==> src/rtl/row_stream_bridge_pkg.sv <==
// row_stream_bridge_pkg: shared state enum, row geometry constants and word-slice helper
package row_stream_bridge_pkg;
    localparam int WORD_WIDTH     = 16;
    localparam int ROW_WORDS      = 16;
    localparam int ROW_BITS       = ROW_WORDS * WORD_WIDTH;
    localparam int ROW_ADDR_WIDTH = 10;
    localparam int IDX_WIDTH      = $clog2(ROW_WORDS);
    localparam int BIT_WIDTH      = $clog2(ROW_BITS);
    typedef enum logic [2:0] {IDLE, FILL, WRITE, READ_REQ, READ_WAIT, DRAIN} state_t;
    function automatic logic [BIT_WIDTH-1:0] word_lsb(input logic [IDX_WIDTH-1:0] k);
        return BIT_WIDTH'((ROW_WORDS - 1 - int'(k)) * WORD_WIDTH);
    endfunction
endpackage

==> src/rtl/row_stream_bridge_if.sv <==
// row_stream_bridge_if: command, word stream and memory row signals; ROW_STREAM_LAST_EN adds s_last/m_last/error
interface row_stream_bridge_if;
    import row_stream_bridge_pkg::*;
    logic                      cmd_valid;
    logic                      cmd_ready;
    logic                      cmd_write;
    logic [ROW_ADDR_WIDTH-1:0] cmd_row;
    logic [ROW_ADDR_WIDTH:0]   cmd_count;
    logic                      s_valid;
    logic                      s_ready;
    logic [WORD_WIDTH-1:0]     s_data;
    logic                      m_valid;
    logic                      m_ready;
    logic [WORD_WIDTH-1:0]     m_data;
    logic [ROW_ADDR_WIDTH-1:0] mem_row_addr;
    logic                      mem_row_write;
    logic [ROW_BITS-1:0]       mem_row_data;
    logic [ROW_BITS-1:0]       mem_row_data_in;
    logic                      busy;
    logic                      done;
`ifdef ROW_STREAM_LAST_EN
    logic                      s_last;
    logic                      m_last;
    logic                      error;
`endif
    modport slave (
        input  cmd_valid, cmd_write, cmd_row, cmd_count, s_valid, s_data, m_ready, mem_row_data_in,
        output cmd_ready, s_ready, m_valid, m_data, mem_row_addr, mem_row_write, mem_row_data, busy, done
`ifdef ROW_STREAM_LAST_EN
        , input s_last, output m_last, error
`endif
    );
    modport master (
        output cmd_valid, cmd_write, cmd_row, cmd_count, s_valid, s_data, m_ready, mem_row_data_in,
        input  cmd_ready, s_ready, m_valid, m_data, mem_row_addr, mem_row_write, mem_row_data, busy, done
`ifdef ROW_STREAM_LAST_EN
        , output s_last, input m_last, error
`endif
    );
endinterface

==> src/rtl/row_stream_bridge_row_shift_buffer.sv <==
// row_shift_buffer: 256-bit row register with indexed word load/select and full-row parallel load
module row_shift_buffer
    import row_stream_bridge_pkg::*;
(
    input  logic                  clock,
    input  logic                  reset_n,
    input  logic                  word_load,
    input  logic                  row_load,
    input  logic [IDX_WIDTH-1:0]  word_idx,
    input  logic [WORD_WIDTH-1:0] word_in,
    input  logic [ROW_BITS-1:0]   row_in,
    output logic [ROW_BITS-1:0]   row_out,
    output logic [WORD_WIDTH-1:0] word_out
);
    logic [ROW_BITS-1:0] row_q;
    // full-row capture from memory wins; otherwise one stream word lands at its slice
    always_ff @(posedge clock or negedge reset_n)
        if (!reset_n) row_q <= '0;
        else if (row_load) row_q <= row_in;
        else if (word_load) row_q[word_lsb(word_idx) +: WORD_WIDTH] <= word_in;
    assign row_out  = row_q;
    assign word_out = row_q[word_lsb(word_idx) +: WORD_WIDTH];
endmodule

==> src/rtl/row_stream_bridge.sv <==
// row_stream_bridge: moves 16-word rows between a memory row port and valid/ready word streams (ROW_STREAM_LAST_EN: framing signals)
module row_stream_bridge
    import row_stream_bridge_pkg::*;
(
    input logic               clock,
    input logic               reset_n,
    row_stream_bridge_if.slave bus
);
    state_t                    state, state_d;
    logic [IDX_WIDTH-1:0]      idx, idx_d;
    logic [ROW_ADDR_WIDTH-1:0] row, row_d;
    logic [ROW_ADDR_WIDTH:0]   rem, rem_d;
    logic                      done_q, done_d;
    logic                      cmd_fire, s_fire, m_fire, row_end, last_row;
    assign cmd_fire = state == IDLE && bus.cmd_valid;
    assign s_fire   = state == FILL && bus.s_valid;
    assign m_fire   = state == DRAIN && bus.m_ready;
    assign row_end  = idx == IDX_WIDTH'(ROW_WORDS - 1);
    assign last_row = rem == {{ROW_ADDR_WIDTH{1'b0}}, 1'b1};
    row_shift_buffer u_buf (
        .clock     (clock),
        .reset_n   (reset_n),
        .word_load (s_fire),
        .row_load  (state == READ_WAIT),
        .word_idx  (idx),
        .word_in   (bus.s_data),
        .row_in    (bus.mem_row_data_in),
        .row_out   (bus.mem_row_data),
        .word_out  (bus.m_data)
    );
    // state, word index, row pointer, remaining rows and done pulse registers
    always_ff @(posedge clock or negedge reset_n)
        if (!reset_n) begin
            state  <= IDLE;
            idx    <= '0;
            row    <= '0;
            rem    <= '0;
            done_q <= 1'b0;
        end else begin
            state  <= state_d;
            idx    <= idx_d;
            row    <= row_d;
            rem    <= rem_d;
            done_q <= done_d;
        end
    // next-state: a zero-count command completes straight from IDLE; rows advance with natural address wrap
    always_comb begin
        state_d = state;
        idx_d   = idx;
        row_d   = row;
        rem_d   = rem;
        done_d  = 1'b0;
        case (state)
            IDLE: if (cmd_fire) begin
                row_d   = bus.cmd_row;
                rem_d   = bus.cmd_count;
                idx_d   = '0;
                done_d  = bus.cmd_count == '0;
                state_d = bus.cmd_count == '0 ? IDLE : bus.cmd_write ? FILL : READ_REQ;
            end
            FILL: if (s_fire) begin
                idx_d   = idx + 1'b1;
                state_d = row_end ? WRITE : FILL;
            end
            WRITE: begin
                row_d   = row + 1'b1;
                rem_d   = rem - 1'b1;
                idx_d   = '0;
                done_d  = last_row;
                state_d = last_row ? IDLE : FILL;
            end
            READ_REQ: state_d = READ_WAIT;
            READ_WAIT: begin
                idx_d   = '0;
                state_d = DRAIN;
            end
            DRAIN: if (m_fire) begin
                idx_d = idx + 1'b1;
                if (row_end) begin
                    row_d   = row + 1'b1;
                    rem_d   = rem - 1'b1;
                    done_d  = last_row;
                    state_d = last_row ? IDLE : READ_REQ;
                end
            end
            default: state_d = IDLE;
        endcase
    end
    assign bus.cmd_ready     = state == IDLE;
    assign bus.busy          = state != IDLE;
    assign bus.s_ready       = state == FILL;
    assign bus.m_valid       = state == DRAIN;
    assign bus.mem_row_write = state == WRITE;
    assign bus.mem_row_addr  = row;
    assign bus.done          = done_q;
`ifdef ROW_STREAM_LAST_EN
    logic error_q;
    // sticky framing error when s_last disagrees with the command's final word; a new command clears it
    always_ff @(posedge clock or negedge reset_n)
        if (!reset_n) error_q <= 1'b0;
        else if (cmd_fire) error_q <= 1'b0;
        else if (s_fire && bus.s_last != (row_end && last_row)) error_q <= 1'b1;
    assign bus.error  = error_q;
    assign bus.m_last = state == DRAIN && row_end && last_row;
`endif
endmodule

==> src/flat_wrapper.sv <==
// flat-port wrapper written by rule: the top's interface ports become plain ports
module row_stream_bridge_flat import row_stream_bridge_pkg::*;
  (clock, reset_n, bus_cmd_valid, bus_cmd_write, bus_cmd_row, bus_cmd_count, bus_s_valid, bus_s_data, bus_m_ready, bus_mem_row_data_in, bus_cmd_ready, bus_s_ready, bus_m_valid, bus_m_data, bus_mem_row_addr, bus_mem_row_write, bus_mem_row_data, bus_busy, bus_done);
  row_stream_bridge_if bus_i ();
  input logic clock;
  input logic reset_n;
  input wire logic [$bits(bus_i.cmd_valid)-1:0] bus_cmd_valid;
  input wire logic [$bits(bus_i.cmd_write)-1:0] bus_cmd_write;
  input wire logic [$bits(bus_i.cmd_row)-1:0] bus_cmd_row;
  input wire logic [$bits(bus_i.cmd_count)-1:0] bus_cmd_count;
  input wire logic [$bits(bus_i.s_valid)-1:0] bus_s_valid;
  input wire logic [$bits(bus_i.s_data)-1:0] bus_s_data;
  input wire logic [$bits(bus_i.m_ready)-1:0] bus_m_ready;
  input wire logic [$bits(bus_i.mem_row_data_in)-1:0] bus_mem_row_data_in;
  output wire logic [$bits(bus_i.cmd_ready)-1:0] bus_cmd_ready;
  output wire logic [$bits(bus_i.s_ready)-1:0] bus_s_ready;
  output wire logic [$bits(bus_i.m_valid)-1:0] bus_m_valid;
  output wire logic [$bits(bus_i.m_data)-1:0] bus_m_data;
  output wire logic [$bits(bus_i.mem_row_addr)-1:0] bus_mem_row_addr;
  output wire logic [$bits(bus_i.mem_row_write)-1:0] bus_mem_row_write;
  output wire logic [$bits(bus_i.mem_row_data)-1:0] bus_mem_row_data;
  output wire logic [$bits(bus_i.busy)-1:0] bus_busy;
  output wire logic [$bits(bus_i.done)-1:0] bus_done;
  assign bus_i.cmd_valid = bus_cmd_valid;
  assign bus_i.cmd_write = bus_cmd_write;
  assign bus_i.cmd_row = bus_cmd_row;
  assign bus_i.cmd_count = bus_cmd_count;
  assign bus_i.s_valid = bus_s_valid;
  assign bus_i.s_data = bus_s_data;
  assign bus_i.m_ready = bus_m_ready;
  assign bus_i.mem_row_data_in = bus_mem_row_data_in;
  assign bus_cmd_ready = bus_i.cmd_ready;
  assign bus_s_ready = bus_i.s_ready;
  assign bus_m_valid = bus_i.m_valid;
  assign bus_m_data = bus_i.m_data;
  assign bus_mem_row_addr = bus_i.mem_row_addr;
  assign bus_mem_row_write = bus_i.mem_row_write;
  assign bus_mem_row_data = bus_i.mem_row_data;
  assign bus_busy = bus_i.busy;
  assign bus_done = bus_i.done;
  row_stream_bridge u_core (.clock(clock), .reset_n(reset_n), .bus(bus_i));
endmodule
==> config.mk <==
export PLATFORM = sky130hd
export DESIGN_NAME = row_stream_bridge_flat
export DESIGN_NICKNAME = d
export VERILOG_FILES = /design/src/rtl/row_stream_bridge_pkg.sv /design/src/rtl/row_stream_bridge_if.sv /design/src/rtl/row_stream_bridge_row_shift_buffer.sv /design/src/rtl/row_stream_bridge.sv /design/src/flat_wrapper.sv
export SDC_FILE = /design/constraint.sdc
export NUM_CORES = 1
export LEC_CHECK = 0
export ABC_CLOCK_PERIOD_IN_PS = 2900
export BUFFER_PORTS_ARGS = -buffer_cell sky130_fd_sc_hd__buf_2
export CAP_MARGIN = 20
export CORE_AREA = 2 2 230 232
export DETAILED_ROUTE_END_ITERATION = 7
export DIE_AREA = 0 0 232 234
export PLACE_DENSITY_LB_ADDON = 0.25
export SETUP_SLACK_MARGIN = 0.02
export SYNTH_ARGS = -nofsm -noshare
export SYNTH_HDL_FRONTEND = slang
export SYNTH_SLANG_ARGS = --single-unit
==> constraint.sdc <==
create_clock -name clock -period 2.9 [get_ports clock]
set_input_delay 0.145 -clock clock [delete_from_list [all_inputs] [get_ports clock]]
set_output_delay 0.145 -clock clock [all_outputs]
set_load 0.03 [all_outputs]
==> impl_summary.md <==
Detailed routing
The detailed router finished its first iteration with 2216 violations. The number of design rule violations left after detail routing is 0. The post-detailed-routing wire length is 102700 um. Dividing the detail-routed wire length by the instance count gives 31.94 um. The first detailed-routing pass took 7 iterations. Dividing the detail-routed via count by the number of cells gives 6.086. The count of antenna-violating nets left after detailed routing is 0. The total number of vias is 19560.

STA
Setup repair after global routing could not meet its margin everywhere. Counting I/O delays and the setup requirement, the final critical path takes 2.875 ns. The summed negative setup slack over all endpoints is 0 ns. Setup violations remaining at the end of the flow were counted as 0. Of the available clock period, the critical path in the final layout requires 0.9913. The count of final max-slew check failures is 0. The relative max-transition margin is 0.2479. The timing-limited maximum frequency is 0.3479 GHz. For the pin with the worst max-slew slack, the measured transition is 1.127 ns.

Across all hold checks on the routed design, the worst slack comes to 0.002728 ns. The final number of hold-violating endpoints is 0. Clock skew on the completed layout was measured at 0.04387 ns.

Worst setup path
STA puts the critical path data required time at 2.76 ns. The worst setup path category is reg -> out. The slack of the worst reg-to-reg path is 0.19 ns. The worst setup path is launched from a flop. STA classifies the critical path endpoint as an output port.

The critical path data arrival time is 2.73 ns. Along the worst path, the maximum fanout reaches 15.

Synth
In the synthesized netlist the dominant register cell turns out to be dfrtp_1. After synthesis, the cell types taking the most area are dfrtp_1 43%, a221o_1 9.2%, mux2i_1 6.2%, nand2_1 5.3%, mux4_2 4.4%. The number of nets in the synthesized netlist is 1972. Of the post-synthesis cell area, the dominant cell type holds 0.4320.

The area of the mapped netlist is 0.01651 mm^2. The number of unique standard cell types used by synthesis is 70. Counting flops with an async set or reset pin after synthesis yields a share of 1.000. The biggest area contributor in the post-synthesis netlist is dfrtp_1. After technology mapping, the gate count stands at 1667. The flop and latch count out of synthesis is 285.

The Yosys step of the flow raised 0 warnings. Yosys mapped a number of flops with a built-in enable equal to 0. Averaged over all synthesized cells, the footprint is 9.902 um^2. The portion of the post-synthesis area used by sequential elements is 0.4320.

CTS
The clock passes through at most 3 buffers. The CTS sink count is 285. In this run the number of H-tree levels came out at 2. TritonCTS built the clock tree. The clock reaches the later pin of the worst-skew pair after 0.59 ns. The CTS buffer count is 38.

After clock tree synthesis, the clock-pin slew on the worst setup and hold paths is 0.06 ns. The clock root buffer is clkbuf_16.

GRT
The overall routing resource usage is 0.3646. The first-pass GRT wire length is 140800 um. The number of antenna violations at the first check in global routing is 9. Entering global routing, the biggest net connects 125 pins. The number of global-route vias before repair was 19010. The overall overflow remaining after global route is 0.

Die
Pin placement for this block handled 587 I/O pins. The die footprint is 0.05429 mm^2. In this run the horizontal extent of the chip is 232 um. In this run the core area contains 84 standard-cell rows. The core area is 0.05202 mm^2.

The effective utilization at floorplan is 0.3173. Measured along the y axis, the die boundary spans 234 um.

Min path
The tightest min-delay check is of the in -> reg type.

Finish
The area growth from synthesis to layout is 50.14%. The number of fill cells is 4941. The net count reported at finish is 2800.

After the flow finishes, the layout carries non-filler instances totaling 3214. In the final layout, the share of cells above drive strength 1 is 0.3284.

Power and ir drop
The leakage power is 11.60 nW. The largest vdd supply drop is 619.1 uV. In this run the power density over the cells is 1270 mW/mm^2. Overall power consumption after layout is estimated at 31.47 mW.

Job
The number of maximum-capacitance constraint violations is 0.

Placed design
The placed wire-length estimate is 74730 um. The quantity of I/O buffers inserted on ports is 586. The congestion estimate from routability-driven global placement came to 1.031. After detailed placement, the design holds a cell count of 2869.

Outcome
The flow ran to the end, and the final reports show no timing, DRC or antenna violations.
## timing repair
item	4_1_cts	5_1_grt
endpoints found under the hold margin	432	0
gates cloned	1	0
resized for setup	28	10
pin swaps	0	0
hold buffers	272	0
setup endpoints to repair	16	9
buffers inserted	1	0
## kinds of logic after synthesis
family,after synthesis,synth area share
flops,285,0.4320
compound gates,500,0.2393
fa+ha+maj,6,0.004548
mux,137,0.1075
buf+inv,197,0.05078
xor+xnor,1,0.0005307
simple gates,541,0.1653
## registers in the layout, indices dropped and copies added, names as in the netlist
register                 count
u_core.u_buf.row_out       256
u_core.rem                  11
u_core.bus.mem_row_addr     10
u_core.idx                   4
u_core.state                 3
u_core.bus.done              1
## Yosys cell counts (all sizes together), types with 3 or more instances
| library cell | count |
|---|---|
| a2111oi | 3 |
| o22ai | 12 |
| nor2b | 8 |
| inv | 35 |
| a31oi | 13 |
| ha | 6 |
| and2 | 62 |
| nand3b | 4 |
| nand4 | 22 |
| dfrtp | 285 |
| o21a | 7 |
| nand4b | 3 |
| clkbuf | 89 |
| o221ai | 4 |
| a211oi | 4 |
| o32ai | 3 |
| a221oi | 33 |
| o21ai | 69 |
| o32a | 3 |
| o211ai | 79 |
| mux4 | 32 |
| o2bb2a | 7 |
| nor2 | 45 |
| a21oi | 61 |
| a2bb2oi | 6 |
| a221o | 151 |
| nand2b | 6 |
| nor4 | 6 |
| nand3 | 35 |
| buf | 73 |
| a22oi | 24 |
| nand2 | 231 |
| nor3 | 18 |
| or3b | 3 |
| and3 | 88 |
| o22a | 6 |
| o31ai | 3 |
| mux2i | 103 |
## worst max-delay path, stage by stage (launching register included)
cell and delay, ns:
dfrtp_2 0.49, buf_4 0.24, and2_1 0.18, buf_4 0.23, a221oi_1 0.49, o21ai_0 0.17, nand2_1 0.15, buf_2 0.22
## path summary, 6_finish.rpt
path | cells past startpoint | from | to
max in group asynchronous | 3 | reset_n | u_core.u_buf.row_out[48]$_DFFE_PN0P_
worst max register to register | 7 | u_core.idx[0]$_DFFE_PN0P_ | u_core.u_buf.row_out[219]$_DFFE_PN0P_
worst min-delay path | 3 | bus_mem_row_data_in[211] | u_core.u_buf.row_out[211]$_DFFE_PN0P_
min in group asynchronous | 2 | reset_n | u_core.u_buf.row_out[235]$_DFFE_PN0P_
worst max-delay path | 7 | u_core.idx[2]$_DFFE_PN0P_ | bus_m_data[2]
worst min register to register | 1 | u_core.u_buf.row_out[51]$_DFFE_PN0P_ | u_core.u_buf.row_out[51]$_DFFE_PN0P_
## layout make-up
type	instances	area (um^2)	share of cell area
Timing Repair Buffer	950	6595	0.2661
Antenna cell	5	12.51	0.0005048
Clock inverter	12	157.7	0.006361
Clock buffer	54	1131	0.04564
Multi-Input combinational cell	1185	8751	0.3531
Tap cell	688	860.8	0.03473
Sequential cell	285	7142	0.2882
Inverter	35	133.9	0.005402
## metal layers
layer / track usage / vias to the layer above / wire, um
li1: - / 8069 / -
met1: 0.4705 / 9734 / 39880
met2: 0.5537 / 1450 / 45350
met3: 0.09764 / 301 / 11120
met4: 0.2051 / 6 / 6268
met5: 0 / - / 37
## power breakdown
group          internal (mW)  total (mW)  switching [mW]
sequential              5.87        8.36            2.49
clock                   2.98        5.01            2.03
combinational           6.10        18.1            12.0
## stage by stage
stage / cell area [um^2] / util / worst slack [ns]
5_1_grt: 24780 / 0.4762 / 0.01183
3_3_place_gp: 20540 / 0.3948 / 0.2480
6_report: 24780 / 0.4764 / 0.02524
2_1_floorplan: 16550 / - / 0.03489
3_5_place_dp: 20540 / 0.3948 / 0.2198
4_1_cts: 24740 / 0.4755 / 0.02933
## cell usage in the layout (no fill, tap or decap), types with 5 or more instances in the layout
master and count:
mux4_2 32, a221oi_1 20, nor2_1 45, nand2_1 230, nand2b_1 6, a21oi_1 57, clkbuf_8 12, a31oi_1 13
nand4_1 22, clkinv_2 5, clkbuf_16 38, buf_2 583, dlygate4sd3_1 272, nor3_2 7, o21ai_0 58, o21a_1 6
o211ai_1 79, inv_1 33, nand3_1 35, o22ai_1 12, buf_12 13, o2bb2a_1 7, o21ai_1 10, a22oi_1 24
and2_1 59, a2bb2oi_1 6, o22a_1 6, diode_2 5, a221oi_2 11, mux2i_1 100, ha_1 6, and3_1 88
buf_4 74, nor2b_1 7, a221o_1 151, dfrtp_1 281, nor3_1 10
(Power assumes the default switching activity.)
